==> src/rtl/vote_tally_scheduler_if.sv <==
// rtl/vote_tally_scheduler_if.sv - vote_processor handshake bundle for the tally scheduler
//
// Signals:
//   vote_written_in      one vote stored in the vote_processor buffer
//   request_new_vote_out one-cycle read request to the vote_processor
//   vote_in              decoded vote value (1 = yes, 0 = no)
//   valid_vote_in        vote_in is valid this cycle
// Modports:
//   master - the scheduler (issues requests, consumes votes)
//   slave  - the vote_processor side
interface vote_tally_scheduler_if;
    logic vote_written_in;
    logic request_new_vote_out;
    logic vote_in;
    logic valid_vote_in;

    modport master (
        output request_new_vote_out,
        input  vote_written_in,
        input  vote_in,
        input  valid_vote_in
    );

    modport slave (
        input  request_new_vote_out,
        output vote_written_in,
        output vote_in,
        output valid_vote_in
    );
endinterface

==> src/rtl/vote_tally_scheduler.sv <==
// rtl/vote_tally_scheduler.sv - sequences vote_processor reads and tallies yes/no votes
//
// Ports:
//   clk_in         system clock
//   rst_in         asynchronous active-low reset
//   start_in       begin a tally session (1-cycle pulse)
//   close_in       poll closed: drain remaining votes, then finish (1-cycle pulse)
//   vif            vote_processor handshake (master side)
//   yes_count_out  yes votes tallied
//   no_count_out   no votes tallied
//   pending_out    votes written but not yet requested
//   busy_out       session active (COLLECT/WAIT/DRAIN)
//   done_out       tally final
//   error_out      timeout, spurious valid or pending overflow
module vote_tally_scheduler #(
    parameter int MAX_VOTES      = 10000,
    parameter int VOTE_LATENCY   = 2,
    parameter int TIMEOUT_CYCLES = 8
) (
    input  logic                             clk_in,
    input  logic                             rst_in,
    input  logic                             start_in,
    input  logic                             close_in,
    vote_tally_scheduler_if.master           vif,
    output logic [$clog2(MAX_VOTES+1)-1:0]   yes_count_out,
    output logic [$clog2(MAX_VOTES+1)-1:0]   no_count_out,
    output logic [$clog2(MAX_VOTES+1)-1:0]   pending_out,
    output logic                             busy_out,
    output logic                             done_out,
    output logic                             error_out
);

    localparam int CW = $clog2(MAX_VOTES + 1);
    // A timeout at or below the read latency would fire on every healthy read,
    // so the effective timeout is clamped just above the latency.
    localparam int TO = (TIMEOUT_CYCLES > VOTE_LATENCY) ? TIMEOUT_CYCLES : VOTE_LATENCY + 1;
    localparam int TW = $clog2(TO + 1);
    localparam logic [CW-1:0] MAXV = CW'(MAX_VOTES);

    typedef enum logic [2:0] {
        S_IDLE,
        S_COLLECT,
        S_WAIT,
        S_DRAIN,
        S_DONE,
        S_ERR
    } state_t;

    state_t        state;
    state_t        next_state;
    logic [TW-1:0] timer;
    logic          close_latch;
    logic          issue;
    logic          accept;
    logic          clr_tally;
    logic          overflow;
    logic          spurious;

    always_comb begin
        next_state = state;
        issue      = 1'b0;
        accept     = 1'b0;
        clr_tally  = 1'b0;

        // A write that coincides with a request pulse nets to zero, so only
        // an unmatched write at full depth overflows.
        overflow = vif.vote_written_in && !vif.request_new_vote_out && (pending_out == MAXV);
        spurious = vif.valid_vote_in && (state != S_WAIT);

        case (state)
            S_IDLE, S_DONE, S_ERR: begin
                if (start_in) begin
                    clr_tally  = 1'b1;
                    next_state = S_COLLECT;
                end
            end
            S_COLLECT, S_DRAIN: begin
                if (pending_out != '0) begin
                    issue      = 1'b1;
                    next_state = S_WAIT;
                end else if (state == S_DRAIN) begin
                    next_state = S_DONE;
                end else if (close_in) begin
                    next_state = S_DRAIN;
                end
            end
            S_WAIT: begin
                if (vif.valid_vote_in) begin
                    accept     = 1'b1;
                    next_state = (close_latch || close_in) ? S_DRAIN : S_COLLECT;
                end else if (timer == TW'(TO - 1)) begin
                    next_state = S_ERR;
                end
            end
            default: next_state = S_IDLE;
        endcase

        // Error conditions pre-empt whatever the state wanted to do this cycle.
        if (overflow || spurious) begin
            next_state = S_ERR;
            issue      = 1'b0;
            accept     = 1'b0;
            clr_tally  = 1'b0;
        end
    end

    always_ff @(posedge clk_in or negedge rst_in) begin
        if (!rst_in) begin
            state                    <= S_IDLE;
            vif.request_new_vote_out <= 1'b0;
            pending_out              <= '0;
            timer                    <= '0;
            close_latch              <= 1'b0;
            yes_count_out            <= '0;
            no_count_out             <= '0;
            busy_out                 <= 1'b0;
            done_out                 <= 1'b0;
            error_out                <= 1'b0;
        end else begin
            state                    <= next_state;
            vif.request_new_vote_out <= issue;

            // The vote leaves the pending count in the cycle the request pulse is visible.
            if (!overflow) begin
                if (vif.vote_written_in && !vif.request_new_vote_out)
                    pending_out <= pending_out + CW'(1);
                else if (!vif.vote_written_in && vif.request_new_vote_out)
                    pending_out <= pending_out - CW'(1);
            end

            if (state == S_WAIT && next_state == S_WAIT)
                timer <= timer + TW'(1);
            else
                timer <= '0;

            if (clr_tally)
                close_latch <= 1'b0;
            else if (close_in && (state == S_COLLECT || state == S_WAIT))
                close_latch <= 1'b1;

            if (clr_tally) begin
                yes_count_out <= '0;
                no_count_out  <= '0;
            end else if (accept) begin
                if (vif.vote_in && yes_count_out != MAXV)
                    yes_count_out <= yes_count_out + CW'(1);
                else if (!vif.vote_in && no_count_out != MAXV)
                    no_count_out <= no_count_out + CW'(1);
            end

            busy_out  <= (next_state == S_COLLECT) || (next_state == S_WAIT) || (next_state == S_DRAIN);
            done_out  <= (next_state == S_DONE);
            error_out <= (next_state == S_ERR);
        end
    end

endmodule

==> src/flat_wrapper.sv <==
// flat-port wrapper written by rule: the top's interface ports become plain ports
module vote_tally_scheduler_flat 
#(
    parameter int MAX_VOTES      = 10000,
    parameter int VOTE_LATENCY   = 2,
    parameter int TIMEOUT_CYCLES = 8
)
  (clk_in, rst_in, start_in, close_in, yes_count_out, no_count_out, pending_out, busy_out, done_out, error_out, vif_request_new_vote_out, vif_vote_written_in, vif_vote_in, vif_valid_vote_in);
  vote_tally_scheduler_if vif_i ();
  input  logic clk_in;
  input  logic rst_in;
  input  logic start_in;
  input  logic close_in;
  output logic [$clog2(MAX_VOTES+1)-1:0] yes_count_out;
  output logic [$clog2(MAX_VOTES+1)-1:0] no_count_out;
  output logic [$clog2(MAX_VOTES+1)-1:0] pending_out;
  output logic busy_out;
  output logic done_out;
  output logic error_out;
  output wire logic [$bits(vif_i.request_new_vote_out)-1:0] vif_request_new_vote_out;
  input wire logic [$bits(vif_i.vote_written_in)-1:0] vif_vote_written_in;
  input wire logic [$bits(vif_i.vote_in)-1:0] vif_vote_in;
  input wire logic [$bits(vif_i.valid_vote_in)-1:0] vif_valid_vote_in;
  assign vif_request_new_vote_out = vif_i.request_new_vote_out;
  assign vif_i.vote_written_in = vif_vote_written_in;
  assign vif_i.vote_in = vif_vote_in;
  assign vif_i.valid_vote_in = vif_valid_vote_in;
  vote_tally_scheduler #(.MAX_VOTES(MAX_VOTES), .VOTE_LATENCY(VOTE_LATENCY), .TIMEOUT_CYCLES(TIMEOUT_CYCLES)) u_core (.clk_in(clk_in), .rst_in(rst_in), .start_in(start_in), .close_in(close_in), .vif(vif_i), .yes_count_out(yes_count_out), .no_count_out(no_count_out), .pending_out(pending_out), .busy_out(busy_out), .done_out(done_out), .error_out(error_out));
endmodule
==> config.mk <==
export PLATFORM = sky130hd
export DESIGN_NAME = vote_tally_scheduler_flat
export DESIGN_NICKNAME = d
export VERILOG_FILES = /design/src/rtl/vote_tally_scheduler_if.sv /design/src/rtl/vote_tally_scheduler.sv /design/src/flat_wrapper.sv
export SDC_FILE = /design/constraint.sdc
export NUM_CORES = 1
export LEC_CHECK = 0
export BUFFER_PORTS_ARGS = -buffer_cell sky130_fd_sc_hd__buf_4
export CORE_UTILIZATION = 45
export CTS_BUF_LIST = sky130_fd_sc_hd__clkbuf_8
export CTS_CLUSTER_SIZE = 14
export DETAILED_ROUTE_END_ITERATION = 8
export PLACE_DENSITY = 0.69
export SLEW_MARGIN = 20
export SYNTH_ARGS = -nofsm -noshare
export SYNTH_HDL_FRONTEND = slang
export SYNTH_SLANG_ARGS = --single-unit
==> constraint.sdc <==
create_clock -name clk_in -period 7.7 [get_ports clk_in]
set_clock_uncertainty 0.15 [all_clocks]
set_input_delay 0.77 -clock clk_in [delete_from_list [all_inputs] [get_ports clk_in]]
set_output_delay 0.77 -clock clk_in [all_outputs]
set_load 0.01 [all_outputs]
# Word level (Yosys, flattened, before mapping)
# Index checks and enable logic that the tools add are counted.
# op_classes
n_bitwise,1
n_reduce_logical,28
eq_ne,16
addsub,5
n_mux,30
# op_table
operator,n
$mux W14,9
$add A14 B1 Y14 const B,3
$ne A14 B14 Y1 const B,2
$mux W3,7
$eq A14 B14 Y1 const B,1
$reduce_bool A14 Y1,1
$sub A14 B1 Y14 const B,1
$eq A3 B2 Y1 const B,4
$eq A3 B3 Y1 const B,4
$mux W1,11
$reduce_bool A2 Y1,5
$pmux W3 S3,1
$logic_and A1 B1 Y1,8
$eq A3 B1 Y1 const B,2
$logic_or A1 B1 Y1,5
$add A4 B1 Y4 const B,1
$eq A4 B3 Y1 const B,1
$mux W4,1
$reduce_and A2 Y1,2
$logic_not A1 Y1,3
$logic_not A3 Y1,1
$ne A3 B2 Y1 const B,1
$reduce_and A3 Y1,1
$reduce_or A3 Y1,1
other kinds (4),4
# word_totals
word_cells,90
ff_bits,54
output_inout_bits,46
input_bits,7

# Longest topological paths before layout
# Gate-level depths: netlist (run 1).
# depth
ltp_word,8
mapped_depth,9
depth_no_buf,8

# Worst setup path after synthesis (run 1)
# No wires, ideal clock.
# synth_timing
path_kind,input-to-reg
startpoint,in vif_vote_written_in
endpoint,reg u_core.pending_out[9]
required_time_ns,7.410
cell_stages,8
path_buffers,0
arrival_time_ns,2.747
path_slack_ns,4.663
setup_ns,0.140
path_cell_list,and2b_1 inv_1 ha_1 a211oi_1 o21ai_0 a31o_2 a2111oi_0 a211oi_1
# synth_via
elab_chain_len,4
elab_cells_between_ends,8
classes_between,mux: 1; bitwise: 1; reduce/logical: 6
# synth_rtl
element,line_no,text
from (decl),flat_wrapper.sv:21,input wire logic [$bits(vif_i.vote_written_in)-1:0] vif_vote_written_in;
$logic_not A1 Y1 or $logic_and A1 B1 Y1 (tied branches),"vote_tally_scheduler.sv:127, vote_tally_scheduler.sv:67, vote_tally_scheduler.sv:125",
"$logic_and A1 B1 Y1, on equally long branches","vote_tally_scheduler.sv:127, vote_tally_scheduler.sv:67",
$reduce_bool A2 Y1 (no source line) or $not A1 Y1 (tied branches),--,
$reduce_and A2 Y1 (no source line),--,
to (signal assigned),vote_tally_scheduler.sv:126,pending_out <= pending_out + CW'(1);
to (signal assigned),vote_tally_scheduler.sv:128,pending_out <= pending_out - CW'(1);
to (decl),vote_tally_scheduler.sv:27,"output logic [$clog2(MAX_VOTES+1)-1:0] pending_out,"
# Parallel ways exist; a longest one is shown, timed or not.
# A chain may end at the register's enable or synchronous reset.

# Worst setup path in the final report (run 1)
# Ends and elaborated chain as after synthesis.

==> flow_metrics.tcl, run 1 <==
set metrics [dict create \
    synth_largest_area_cell "dfrtp_1" \
    ys_seq_area_frac 0.369 \
    synth_area_leaders "dfrtp_1 37%, ha_1 5.8%, a21oi_1 3.4%" \
    fin_crit_sh 0.429 \
    crit-reg2reg-launch "u_core.vif.request_new_vote_out" \
    postCtsHoldBufs 0 \
    finalWeightedCongestion 0.892 \
    startpoint_type "primary input" \
    num-nets-final 467 \
    cts_buffer_depth 2 \
    io_pins 53 \
    dr.pass1.iters 5 \
    synth_top_area_frac 0.369 \
    cts_buffers 5 \
    grt_max_degree 55 \
    core_um2 7810 \
    yosysUniqueCellTypes 70 \
    leakage_nw 1.83 \
    total_power_mw 1.09 \
    viasPerCell 6.16 \
    dp_hpwl_mm 6.18 \
    placed_cell_area_um2 4100 \
    r2r_cells 8 \
    rsz0062_at_grt "no" \
    grt.total_usage 0.216 \
    hold_class "in2async" \
    max_slew_margin 0.321 \
    post-place-ws_ps 4130 \
    r2r_end "u_core.pending_out[9]" \
    grt_remaining_overflow 0 \
    drc 0 \
    syn_to_final_growth_pct 14.6 \
    maxCapViolCount 0 \
    clkLatencyLatePin_ps 320 \
    cts_resized 0 \
    rows 32 \
    synth_edf_count 0 \
    ys_seq_elements 54 \
    worst_pin_slew_ps 1020 \
    grt_pass1_vias 3130 \
    drive_gt1_frac 0.176 \
    fmax_ghz 0.303 \
    design_area_um2 4190 \
    routedWlPerCell_um 16.0 \
    cp.required_ps 7730 \
    syn_inst 396 \
    io_buffers 52 \
    via_count 3350 \
    diodes 0 \
    htree_num_levels 2 \
    p_per_area_nw_per_um2 259 \
    cts_tree "built" \
    path_class "in2reg" \
    status "finished, final reports clean" \
    synth_area_um2 3660 \
    final-setup-viol-count 0 \
    path_max_fanout 19 \
    setup-tns-final_ps 0 \
    ys_async_sr_fraction 1.00 \
    dieArea_um2 8500 \
    arrival_ps 3330 \
    finalMaxSlewViolations 0 \
    cts.sinks 54 \
    synth_area_per_cell_um2 9.24 \
    peakVddDrop_mv 0.205 \
    ys.flop_type "dfrtp_1" \
    rrSetupSlack_ps 4530 \
    cts.clk_slew.worst_paths_ps 110 \
    fin_util 0.537 \
    die_y_um 92.2 \
    ys_warn_count 0 \
    root_buffer "clkbuf_8" \
    start_util 0.469 \
    postCtsSetupBuffers 0 \
    fin_ws_ps 4400 \
    min_period_ps 3300 \
    antenna_found_initial 0 \
    ant_nets 0 \
    die_w_um 92.2 \
    synth_nets 421 \
    hold_viol 0 \
    endpoint_kind "register" \
    routed_wl_mm 8.71 \
    dr.first_iter.drc_count 234 \
    grt_pass1_wl_mm 14.9 \
]
## layout make-up
type                       count  area, µm²
clock buffer                   5       68.8
clock inverter                 2       13.8
sequential                    54       1350
timing repair buffer          52        390
fill                         738       3610
tap                          102        128
multi-input combinational    312       2180
inverter                      17       63.8
## flip-flops by register name, indices dropped and copies added, names as in the netlist
signal,cells
u_core.no_count_out,14
u_core.pending_out,14
u_core.yes_count_out,14
u_core.timer,4
u_core.state,3
u_core.busy_out,1
u_core.close_latch,1
u_core.done_out,1
u_core.error_out,1
u_core.vif.request_new_vote_out,1
## logic make-up after synthesis
group	share of synthesized area
buffers and inverters	0.0379
adder cells (fa/ha/maj)	0.0636
flip-flops	0.369
XOR/XNOR	0.0287
multiplexers	0.0198
AO/OA/AOI/OAI	0.208
AND/OR/NAND/NOR	0.273
## worst max path at each step
stage,start,endpoint,cells past startpoint
CTS,vif_vote_written_in,u_core.pending_out[9],9
detailed placement,vif_vote_written_in,u_core.pending_out[9],9
global route,vif_vote_written_in,u_core.pending_out[9],9
floorplan,vif_vote_written_in,u_core.pending_out[9],8
global placement,vif_vote_written_in,u_core.pending_out[11],9
finish,vif_vote_written_in,u_core.pending_out[9],9
## layout by cell type (no fill, tap or decap), types with 11 or more instances in the layout
cell     instances
ha_1            17
nor3_1          11
nand4_1         16
dfrtp_1         54
nand3_1         12
nor2_1          16
o31ai_1         15
o21ai_0         23
or4_1           13
buf_4           52
a21oi_1         25
nand2_1         26
inv_1           17
## routing by layer
metal	vias up	GRT usage	part of all wire
li1	1604	-	-
met3	8	0.0373	0.046
met1	1640	0.305	0.48
met2	98	0.340	0.46
met4	0	0.0612	0.0081
met5	-	0	0
## power by group
| group | internal, mW | total [mW] | leakage, nW | switching, mW |
|---|---|---|---|---|
| logic | 0.233 | 0.503 | 1.08 | 0.270 |
| clock network | 0.0632 | 0.162 | 0.0444 | 0.0991 |
| registers | 0.335 | 0.420 | 0.701 | 0.0847 |
## Yosys cell counts, types with 2 or more instances
| library cell | number |
|---|---|
| nand2_1 | 26 |
| xor2_1 | 8 |
| a211oi_1 | 7 |
| o21bai_1 | 3 |
| nand3_1 | 12 |
| o211ai_1 | 4 |
| dfrtp_1 | 54 |
| o2111ai_1 | 3 |
| inv_1 | 17 |
| a22o_1 | 2 |
| a31oi_1 | 3 |
| nand4_1 | 16 |
| nor3_1 | 11 |
| nor4_1 | 6 |
| ha_1 | 17 |
| nor2_2 | 2 |
| buf_4 | 3 |
| nor4bb_1 | 2 |
| a22oi_1 | 3 |
| mux2_2 | 2 |
| a2111oi_0 | 2 |
| or4_1 | 13 |
| and4_1 | 6 |
| a21oi_1 | 25 |
| nor2b_1 | 7 |
| nor2_1 | 16 |
| mux2i_1 | 5 |
| a211o_1 | 2 |
| and3_1 | 8 |
| o21ai_1 | 3 |
| buf_2 | 6 |
| o31ai_1 | 15 |
| a41oi_1 | 2 |
| xnor2_1 | 4 |
| or3_1 | 4 |
| o21ai_0 | 23 |
| clkbuf_1 | 3 |
| and2_1 | 7 |
| nand2b_1 | 8 |
| a21o_1 | 6 |
## critical path, cell delays in order
cell	delay [ps]
buf_4	120
and2b_1	230
inv_1	550
ha_1	410
o21ai_0	240
o21ai_0	160
a31o_2	320
a2111oi_0	420
a211oi_1	100
## through the flow
stage,hold WS (ps),instances
finish,327,544
global route,345,544
detailed placement,313,537
floorplan,280,396
CTS,327,544
global placement,294,537
No activity file was read; power rests on OpenSTA's default activity.
==> run 2: changes to the inputs <==
--- a/config.mk
+++ b/config.mk
@@ -10,7 +10,7 @@
 export CTS_BUF_LIST = sky130_fd_sc_hd__clkbuf_8
 export CTS_CLUSTER_SIZE = 14
 export DETAILED_ROUTE_END_ITERATION = 8
-export PLACE_DENSITY = 0.69
+export PLACE_DENSITY = 0.72
 export SLEW_MARGIN = 20
 export SYNTH_ARGS = -nofsm -noshare
 export SYNTH_HDL_FRONTEND = slang
==> constraint.sdc (replaced) <==
create_clock -name clk_in -period 2.7 [get_ports clk_in]
set_clock_uncertainty 0.15 [all_clocks]
set_input_delay 0.27 -clock clk_in [delete_from_list [all_inputs] [get_ports clk_in]]
set_output_delay 0.27 -clock clk_in [all_outputs]
set_load 0.01 [all_outputs]
==> run 2 against run 1 <==
Net effect: sequential cell count unchanged; clock-buffer cell count is the same; worst setup slack lost 4300 ps.
==> flow_metrics.tcl, run 2 (synthesized netlist as in run 1, its figures left out) <==
set metrics [dict create \
    p_per_area_nw_per_um2 773 \
    rsz0062_at_grt "yes" \
    power.switching_mw 1.35 \
    final-setup-viol-count 0 \
    drc 0 \
    core_um2 7810 \
    dp_hpwl_mm 6.40 \
    cp.required_ps 2750 \
    fin_crit_sh 0.953 \
    r2r_cells 8 \
    routed-wl-met3_um 385 \
    status "finished, final reports clean" \
    die_y_um 92.2 \
    max_slew_margin 0.525 \
    viasPerCell 5.99 \
    top_regs "u_core.no_count_out (14), u_core.pending_out (14), u_core.yes_count_out (14)" \
    dieArea_um2 8500 \
    htree_num_levels 2 \
    multi_input_area_um2 2220 \
    startpoint_type "register" \
    wl_met1_mm 4.26 \
    combPwrFrac 0.453 \
    p_int_mw 2.07 \
    clkLatencyLatePin_ps 320 \
    ff_latch_area_um2 1350 \
    ant_nets 0 \
    wl_met2_mm 4.25 \
    p_seq_frac 0.353 \
    die_w_um 92.2 \
    setup-tns-final_ps 0 \
    hold_viol 0 \
    path_max_fanout 5 \
    peakVddDrop_mv 0.579 \
    fmax_ghz 0.389 \
    routedWlPerCell_um 16.0 \
    syn_to_final_growth_pct 21.0 \
    cp_slowest_cell "ha_1" \
    dr.pass1.iters 4 \
    cts.clk_slew.worst_paths_ps 110 \
    cpPeakStageDelay_ps 390 \
    min_period_ps 2570 \
    dr.first_iter.drc_count 171 \
    drive_gt1_frac 0.226 \
    finalWeightedCongestion 0.897 \
    grt_max_degree 55 \
    grt_pass1_wl_mm 15.3 \
    holdPathStages 3 \
    io_pins 53 \
    num-nets-final 485 \
    path_class "reg2reg" \
    routed_wl_mm 9.00 \
    diodes 0 \
    rows 32 \
    grt_remaining_overflow 0 \
    dr.max_layer_used "met4" \
    via_count 3370 \
    cts.sinks 54 \
    arrival_ps 2620 \
    mostFrequentLayoutCells "67 x buf_4, 54 x dfrtp_1, 26 x nand2_1" \
    root_buffer "clkbuf_8" \
    finalMaxSlewViolations 0 \
    num-fill-cells 728 \
    start_util 0.469 \
    netSwitchingFraction 0.395 \
    antenna_found_initial 0 \
    grt.total_usage 0.223 \
    maxCapViolCount 0 \
    cp_cell_sequence "and2b_2 > clkinvlp_2 > ha_1 > o21ai_0 > nand2b_1 > a31o_2 > a2111oi_1 > a211oi_1" \
    hold_class "in2reg" \
    io_buffers 52 \
    pwr-share-clk 0.194 \
    cts_buffers 5 \
    total_power_mw 3.43 \
    cts_tree "built" \
    endpoint_kind "register" \
    cts_buffer_depth 2 \
    rrSetupSlack_ps 130 \
    worst_pin_slew_ps 712 \
    leakage_nw 1.92 \
    final_common_cell "buf_4" \
    grt_pass1_vias 3099 \
]
==> run 2: timing repair <==
item / 4_1_cts / 5_1_grt
hold buffers: 1 / 0
setup buffers: 0 / 1
endpoints found under the setup margin: 0 / 6
endpoints found under the hold margin: 54 / 0
gates resized for setup: 0 / 9
==> run 2: routing by layer <==
metal	vias up	GRT usage
li1	1652	-
met1	1613	0.317
met2	97	0.354
met3	8	0.0332
met4	0	0.0612
met5	-	0
==> run 2: power by group through the flow <==
stage	registers [mW]	logic, mW	clock network [mW]
2_1_floorplan	1.23	0.956	0
3_3_place_gp	1.21	1.46	0
3_5_place_dp	1.22	1.50	0
4_1_cts	1.21	1.51	0.676
5_1_grt	1.24	1.74	0.715
6_report	1.21	1.55	0.666
==> run 2: critical path: cells and delay by family, from the launching register on <==
kind	cells	cell delay, ps
AO/OA/AOI/OAI	4	940
adder cells (fa/ha/maj)	1	390
buffers and inverters	1	220
flip-flops	1	380
AND/OR/NAND/NOR	2	380
==> run 2: path summary, 6_finish.rpt <==
check / startpoint / end
hold reg to reg: u_core.timer[0] / u_core.timer[0]
max in group asynchronous: rst_in / u_core.pending_out[6]
hold / removal: close_in / u_core.close_latch
setup reg to reg: u_core.vif.request_new_vote_out / u_core.pending_out[9]
setup / recovery: u_core.vif.request_new_vote_out / u_core.pending_out[9]
min in group asynchronous: rst_in / u_core.yes_count_out[5]
==> run 2: area by class of cell <==
type / count / area share
Sequential cell: 54 / 0.305
Timing Repair Buffer: 69 / 0.118
Clock buffer: 5 / 0.0155
Multi-Input combinational cell: 312 / 0.500
Clock inverter: 3 / 0.0155
Inverter: 17 / 0.0152
Tap cell: 102 / 0.0288
Timing Repair inverter: 1 / 0.00113
==> run 2: per-stage QoR <==
stage	worst slack, ps	hold slack [ps]	util	instances	cell area [µm²]
floorplan	16.1	-176	-	396	3690
global placement	99.3	214	0.544	552	4250
detailed placement	45.7	224	0.544	552	4250
CTS	37.4	77.4	0.563	561	4390
global route	-50.8	99.0	0.567	563	4430
finish	128	73.9	0.567	563	4430
